--- config.mk ---
export PLATFORM = sky130hd
export DESIGN_NAME = falc56_bus_responder
export DESIGN_NICKNAME = d
export VERILOG_FILES = /design/src/rtl/falc56_pkg.sv /design/src/rtl/falc56_bus_sync.sv /design/src/rtl/falc56_bus_responder.sv
export SDC_FILE = /design/constraint.sdc
export NUM_CORES = 2
export LEC_CHECK = 0
export BUFFER_PORTS_ARGS = -buffer_cell sky130_fd_sc_hd__buf_2
export CAP_MARGIN = 20
export CORE_MARGIN = 10
export CORE_UTILIZATION = 30
export CTS_CLUSTER_DIAMETER = 30
export DETAILED_ROUTE_END_ITERATION = 8
export PLACE_DENSITY_LB_ADDON = 0.1
export SYNTH_ARGS = -nofsm -noshare
export SYNTH_HDL_FRONTEND = slang
export SYNTH_SLANG_ARGS = --single-unit
export TNS_END_PERCENT = 50
--- constraint.sdc ---
create_clock -name PHY_CLK33_I -period 22 [get_ports PHY_CLK33_I]
set_input_delay 4.4 -clock PHY_CLK33_I [delete_from_list [all_inputs] [get_ports PHY_CLK33_I]]
set_output_delay 4.4 -clock PHY_CLK33_I [all_outputs]
set_load 0.05 [all_outputs]
--- src/rtl/falc56_pkg.sv ---
// Shared types and constants for the FALC56 bus responder.
package falc56_pkg;

   typedef enum logic [2:0] {
      ST_IDLE,
      ST_ADDR,
      ST_WRITE,
      ST_READ,
      ST_CLEAR
   } state_t;

   localparam logic [7:0] ISR_ADDR_DEF = 8'h68;
   localparam logic [7:0] RST_VAL_DEF  = 8'h00;
   localparam int         SYNC_DEPTH   = 2;
   localparam int         NUM_BANKS    = 2;

   // Synchronized bus word layout: {ale, rd_n, wr_n, cs_n[1:0], badd[7:0]}
   localparam int         BUS_W        = 13;

endpackage

--- src/rtl/falc56_bus_sync.sv ---
// Synchronizes the FALC56 bus pins into the clock domain and detects strobe edges.
module falc56_bus_sync
   import falc56_pkg::*;
(
   input  logic       clk,
   input  logic       rst_n,
   input  logic       ale,
   input  logic       rd_n,
   input  logic       wr_n,
   input  logic [1:0] cs_n,
   input  logic [7:0] badd,
   output logic       rd_s,
   output logic       wr_s,
   output logic [1:0] cs_s,
   output logic [7:0] badd_s,
   output logic [7:0] badd_d,
   output logic       ale_fall,
   output logic       rd_fall,
   output logic       rd_rise,
   output logic       wr_fall,
   output logic       wr_rise
);

   localparam logic [BUS_W-1:0] BUS_IDLE = {1'b0, 1'b1, 1'b1, 2'b11, 8'h00};

   logic [SYNC_DEPTH*BUS_W-1:0] sr;
   logic [BUS_W-1:0]            cur;
   logic                        ale_q;
   logic                        rd_q;
   logic                        wr_q;

   always_ff @(posedge clk or negedge rst_n) begin
      if (!rst_n) begin
         sr     <= {SYNC_DEPTH{BUS_IDLE}};
         ale_q  <= 1'b0;
         rd_q   <= 1'b1;
         wr_q   <= 1'b1;
         badd_d <= '0;
      end else begin
         sr     <= {sr[(SYNC_DEPTH-1)*BUS_W-1:0], ale, rd_n, wr_n, cs_n, badd};
         ale_q  <= cur[12];
         rd_q   <= cur[11];
         wr_q   <= cur[10];
         badd_d <= cur[7:0];
      end
   end

   assign cur      = sr[SYNC_DEPTH*BUS_W-1 -: BUS_W];
   assign rd_s     = cur[11];
   assign wr_s     = cur[10];
   assign cs_s     = cur[9:8];
   assign badd_s   = cur[7:0];
   assign ale_fall = ale_q & ~cur[12];
   assign rd_fall  = rd_q & ~cur[11];
   assign rd_rise  = ~rd_q & cur[11];
   assign wr_fall  = wr_q & ~cur[10];
   assign wr_rise  = ~wr_q & cur[10];

endmodule

--- src/rtl/falc56_bus_responder.sv ---
// Target-side FALC56 bus model: two 256x8 register banks, read-to-clear ISR per bank,
// framer-reset bank clear and protocol error reporting.
module falc56_bus_responder
   import falc56_pkg::*;
#(
   parameter logic [7:0] ISR_ADDR = ISR_ADDR_DEF,
   parameter logic [7:0] RST_VAL  = RST_VAL_DEF
) (
   input  logic       PHY_CLK33_I,
   input  logic       PHY_RSTn_I,
   input  logic       F56_RSTn_I,
   input  logic [7:0] F56_BADD_I,
   output logic [7:0] F56_BADD_O,
   output logic       F56_BADD_DIR_O,
   input  logic       F56_ALE_I,
   input  logic       F56_RDn_I,
   input  logic       F56_WRn_I,
   input  logic [1:0] F56_CSn_I,
   output logic [1:0] F56_INT_O,
   input  logic [1:0] EVT_STB_I,
   input  logic [7:0] EVT_BITS_I,
   output logic       BUSY_O,
   output logic       ERR_O
);

   logic       rd_s, wr_s, ale_fall, rd_fall, rd_rise, wr_fall, wr_rise;
   logic [1:0] cs_s;
   logic [7:0] badd_s, badd_d;

   state_t     state_q, state_d;
   logic [7:0] addr_q, dout_q, clr_cnt;
   logic       bank_q, dir_q, err_q, err_hold, clr_done;
   logic       dir_d, err_d, hold_set, addr_ld, sel_ld, rd_commit, wr_commit;
   logic       cs_one, cs_idx, rd_bank;
   logic [7:0] rd_data;
   logic [7:0] rd_word [NUM_BANKS];
   logic [7:0] isr_w   [NUM_BANKS];

   falc56_bus_sync u_sync (
      .clk      (PHY_CLK33_I),
      .rst_n    (PHY_RSTn_I),
      .ale      (F56_ALE_I),
      .rd_n     (F56_RDn_I),
      .wr_n     (F56_WRn_I),
      .cs_n     (F56_CSn_I),
      .badd     (F56_BADD_I),
      .rd_s     (rd_s),
      .wr_s     (wr_s),
      .cs_s     (cs_s),
      .badd_s   (badd_s),
      .badd_d   (badd_d),
      .ale_fall (ale_fall),
      .rd_fall  (rd_fall),
      .rd_rise  (rd_rise),
      .wr_fall  (wr_fall),
      .wr_rise  (wr_rise)
   );

   assign cs_one  = (cs_s == 2'b10) || (cs_s == 2'b01);
   assign cs_idx  = ~cs_s[1];
   assign rd_bank = (state_q == ST_READ) ? bank_q : cs_idx;
   assign rd_data = (addr_q == ISR_ADDR) ? isr_w[rd_bank] : rd_word[rd_bank];

   // err_hold blocks re-entry into an access until both strobes have released,
   // so one bad strobe yields exactly one error pulse and no access.
   always_comb begin
      state_d   = state_q;
      dir_d     = 1'b0;
      err_d     = 1'b0;
      hold_set  = 1'b0;
      addr_ld   = 1'b0;
      sel_ld    = 1'b0;
      rd_commit = 1'b0;
      wr_commit = 1'b0;
      case (state_q)
         ST_IDLE: begin
            if (ale_fall) begin
               state_d = ST_ADDR;
               addr_ld = 1'b1;
            end
         end
         ST_ADDR: begin
            addr_ld = ale_fall;
            if ((!rd_s || !wr_s) && !err_hold) begin
               if ((!rd_s && !wr_s) || cs_s == 2'b00) begin
                  err_d    = 1'b1;
                  hold_set = 1'b1;
               end else if (cs_one) begin
                  sel_ld = 1'b1;
                  if (!wr_s) begin
                     state_d = ST_WRITE;
                  end else begin
                     state_d = ST_READ;
                     dir_d   = 1'b1;
                  end
               end
            end
         end
         ST_WRITE: begin
            if (!rd_s || cs_s == 2'b00) begin
               err_d    = 1'b1;
               hold_set = 1'b1;
               state_d  = ST_ADDR;
            end else if (wr_rise) begin
               wr_commit = 1'b1;
               state_d   = ST_ADDR;
            end
         end
         ST_READ: begin
            if (!wr_s || cs_s == 2'b00) begin
               err_d    = 1'b1;
               hold_set = 1'b1;
               state_d  = ST_ADDR;
            end else if (rd_rise) begin
               rd_commit = 1'b1;
               state_d   = ST_ADDR;
            end else begin
               dir_d = 1'b1;
            end
         end
         ST_CLEAR: begin
            err_d = rd_fall | wr_fall;
            if (F56_RSTn_I && (clr_done || clr_cnt == 8'hFF)) state_d = ST_IDLE;
         end
         default: state_d = ST_IDLE;
      endcase
      if (!F56_RSTn_I) begin
         state_d   = ST_CLEAR;
         dir_d     = 1'b0;
         hold_set  = 1'b0;
         addr_ld   = 1'b0;
         sel_ld    = 1'b0;
         rd_commit = 1'b0;
         wr_commit = 1'b0;
         if (state_q != ST_CLEAR) err_d = 1'b0;
      end
   end

   always_ff @(posedge PHY_CLK33_I or negedge PHY_RSTn_I) begin
      if (!PHY_RSTn_I) begin
         state_q  <= ST_IDLE;
         addr_q   <= '0;
         bank_q   <= 1'b0;
         dir_q    <= 1'b0;
         dout_q   <= '0;
         err_q    <= 1'b0;
         err_hold <= 1'b0;
         clr_cnt  <= '0;
         clr_done <= 1'b0;
      end else begin
         state_q <= state_d;
         dir_q   <= dir_d;
         err_q   <= err_d;
         dout_q  <= dir_d ? rd_data : '0;
         if (addr_ld) addr_q <= badd_s;
         if (sel_ld)  bank_q <= cs_idx;
         if (hold_set)         err_hold <= 1'b1;
         else if (rd_s && wr_s) err_hold <= 1'b0;
         if (state_q == ST_CLEAR) begin
            clr_cnt <= clr_cnt + 8'd1;
            if (clr_cnt == 8'hFF) clr_done <= 1'b1;
         end else begin
            clr_cnt  <= '0;
            clr_done <= 1'b0;
         end
      end
   end

   for (genvar g = 0; g < NUM_BANKS; g++) begin : g_bank
      localparam logic BANK_ID = 1'(g);

      logic [7:0] mem [256];
      logic       we, isr_hit, int_q;
      logic [7:0] wa, wd, isr_q, isr_d;

      always_comb begin
         we = 1'b0;
         wa = addr_q;
         wd = badd_d;
         if (state_q == ST_CLEAR) begin
            we = 1'b1;
            wa = clr_cnt;
            wd = RST_VAL;
         end else if (wr_commit && bank_q == BANK_ID) begin
            we = 1'b1;
         end
      end

      always_ff @(posedge PHY_CLK33_I) begin
         if (we) mem[wa] <= wd;
      end

      assign isr_hit = (bank_q == BANK_ID) && (addr_q == ISR_ADDR);

      // Clear/overwrite resolves first, then events OR in on top.
      always_comb begin
         isr_d = isr_q;
         if (state_q == ST_CLEAR)          isr_d = RST_VAL;
         else if (isr_hit && wr_commit)    isr_d = badd_d;
         else if (isr_hit && rd_commit)    isr_d = '0;
         if (EVT_STB_I[g]) isr_d = isr_d | EVT_BITS_I;
      end

      always_ff @(posedge PHY_CLK33_I or negedge PHY_RSTn_I) begin
         if (!PHY_RSTn_I) begin
            isr_q <= '0;
            int_q <= 1'b1;
         end else begin
            isr_q <= isr_d;
            int_q <= (isr_q == '0);
         end
      end

      assign rd_word[g]   = mem[addr_q];
      assign isr_w[g]     = isr_q;
      assign F56_INT_O[g] = int_q;
   end

   assign F56_BADD_O     = dout_q;
   assign F56_BADD_DIR_O = dir_q;
   assign ERR_O          = err_q;
   assign BUSY_O         = (state_q == ST_CLEAR);

endmodule

==> flow_summary.toml <==
[status]
status = "complete, no violations"

[floorplan]
core_sq_um = 540500
fp.dieH_um = 756.3
die-area_sq_um = 571900
row_count = 270
ios = 39
initial_utilization = 0.3009
die_x_um = 756.3

[sta]
timing.final.max_slew_violations = 0
finalHoldViolations = 0
period_share = 0.3612
tns_ns = 0
rsz0062_at_grt = "no"
setup_viol = 0
tightest_slew_ns = 1.271
period_needed_ns = 7.946
clock_skew_ns = 0.1163
slew_headroom = 0.1473
max_freq_ghz = 0.1258

[place]
io_buffers = 38
hpwl_mm = 361.3
place.gp.congestion = 0.8287
dp_cells = 14772

[setup_path]
required_ns = 22.69
crit_fanout = 16
r2r_end = "F56_BADD_O[7]$_DFF_PN0_"
path_class = "input port to flop"
crit_path_end_kind = "flop"
critPathArrivalTime_ns = 8.64
reg2reg_from = "addr_q[0]$_DFFE_PN0P_"
worstSetupStartpointType = "input port"
rrSetupSlack_ns = 14.99
worstRegToRegCells = 12

[routing]
drt-initial-drc-count = 10659
wl_mm = 591.4
post-route-drc-count = 0
antenna_left = 0
wire_per_inst_um = 35.71
drtPass1Iterations = 5
routed_via_density = 5.215
vias = 86349

[final_layout]
fillers = 48693
area_growth_pct = 25.90
drive_gt1_frac = 0.3203
instances_no_fill = 16559
nets = 8530

[worst_hold_path]
whs_endpoint = "u_sync.badd_d[4]$_DFF_PN0_"
whs_path_depth = 0
min_from = "u_sync.sr[17]$_DFF_PN0_"
holdCritPathClass = "flop to flop"

[cts]
clkSlewWorstSetupHoldPaths_ns = 0.04
cts_root_buf = "clkbuf_16"
post_cts_buffers = 0
clock_sinks = 4183
cts_max_level = 6
cts.repair.resized = 0
cts_tree = "yes"
cts_max_path_buffers = 4
holdBufCountCts = 0
worstSkewPairLatency_ns = 1.17
numCtsBuffers = 932

[logic_synthesis]
synth_common_cells = "edfxtp_1 (4096), mux4_2 (994), nor2_1 (613)"
synth_area_leader_cell = "edfxtp_1"
syn_area_per_cell_sq_um = 20.95
ys_types = 78
synth_top_area_share = 0.7563
ys_ff_latch = 4183
synthArstFlopShare = 0.02080
synth_edf_count = 4096
ys.flop_type = "edfxtp_1"
synthCells = 7761
syn_area_sq_um = 162600
yosysWarnings = 0
yosysSeqAreaShare = 0.7698
yosysMostFrequentCell = "edfxtp_1"
synthTopCellsByArea = "edfxtp_1 (76%), mux4_2 (14%), nor2_1 (1.4%)"
syn_nets = 7789

[global_routing]
met1_usage = 0.2794
grt_max_degree = 141
grtUsageMet3 = 0.04453
antenna_found_initial = 73
grt_pass1_wl_mm = 800.8
grt_use_met2 = 0.3200
grt_overflow = 0
grt_pass1_vias = 89176
top_usage_layer = "met2"
grtUsageTotal = 0.2015

[job]
maxCapViolCount = 0

[power_and_ir_drop]
ir_drop_mv = 0.1046
p_leak_nw = 65.06
p_per_area_nw_per_um2 = 126.5
==> logic make-up after synthesis <==
family	synth area share
compound gates	0.02659
xor+xnor	0.0003770
simple gates	0.03224
buf+inv	0.01819
flops	0.7698
mux	0.1526
fa+ha+maj	0.0001539
==> worst max-delay path by stage <==
stage / startpoint / to / depth (start not counted)
6_report: F56_RSTn_I / g_bank[1].mem[153][6]$_DFFE_PP_ / 7
5_1_grt: F56_RSTn_I / g_bank[1].mem[153][6]$_DFFE_PP_ / 7
4_1_cts: F56_RSTn_I / g_bank[1].mem[153][0]$_DFFE_PP_ / 7
3_5_place_dp: F56_RSTn_I / g_bank[1].mem[153][1]$_DFFE_PP_ / 7
3_3_place_gp: F56_RSTn_I / g_bank[1].mem[150][1]$_DFFE_PP_ / 7
2_1_floorplan: state_q[1]$_DFFE_PN0P_ / g_bank[0].mem[0][5]$_DFFE_PP_ / 5
==> cell type report <==
class                   count  area [sq um]  area share
inverters                  18         80.08   0.0003911
clock buffers            1034         23890      0.1167
multi-input cells        3085         34850      0.1702
well taps                7208          9019     0.04405
diodes                     17         42.54   0.0002078
repair buffers            282          2387     0.01166
clock inverters           732          9254     0.04520
flip-flops and latches   4183        125200      0.6116
==> power breakdown <==
group	switching, mW	total (mW)	internal [mW]	leakage, nW
registers	0.0910	8.93	8.84	38.1
logic	1.84	2.57	0.729	11.2
clock network	4.83	14.4	9.58	15.8
==> per-layer routing <==
metal / part of all wire / wire length [um] / up-vias
met5: 0.00012 / 69 / -
met4: 0.027 / 16060 / 12
met3: 0.075 / 44640 / 802
met2: 0.47 / 278400 / 4090
met1: 0.43 / 252200 / 47179
li1: - / - / 34266
==> metrics by stage <==
stage	setup WS (ns)	utilization	power (mW)	instance area [sq um]	hold slack, ns
2_1_floorplan	12.81	-	10.29	162600	0.3312
3_3_place_gp	13.12	0.3171	11.66	171400	0.3356
3_5_place_dp	12.94	0.3173	11.65	171500	0.3347
4_1_cts	14.10	0.3786	26.09	204600	0.3138
5_1_grt	13.81	0.3787	26.60	204700	0.3276
6_report	14.05	0.3788	25.90	204700	0.3198
==> flip-flops by register name, indices dropped and copies added (netlist names), 2 cells and up <==
signal and cells:
g_bank.int_q 2, g_bank.mem 4096, g_bank.isr_q 16, F56_BADD_O 8, state_q 3, addr_q 8, clr_cnt 8, u_sync.sr 26
u_sync.badd_d 8
==> layout by cell type, fill, tap and decap left out, drive strengths merged, types with 108 or more instances in the layout <==
cell / Yosys / layout
o22ai: 113 / 113
o21ai: 108 / 108
inv: 17 / 120
nor2: 613 / 613
mux2i: 215 / 215
bufinv: 0 / 144
clkinvlp: 0 / 124
mux4: 994 / 994
buf: 300 / 282
nand2: 289 / 289
clkbuf: 175 / 1034
clkinv: 1 / 362
edfxtp: 4096 / 4096
a22oi: 112 / 112
==> worst max-delay path, cell delays in order <==
cell and delay, ns:
buf_2 0.12, nand2b_1 0.14, nor4b_1 0.62, nand4_1 0.62, o21ai_2 0.98, nand2_1 0.90
nor2_1 0.82
Note: power is estimated with default switching activity, not from simulation.
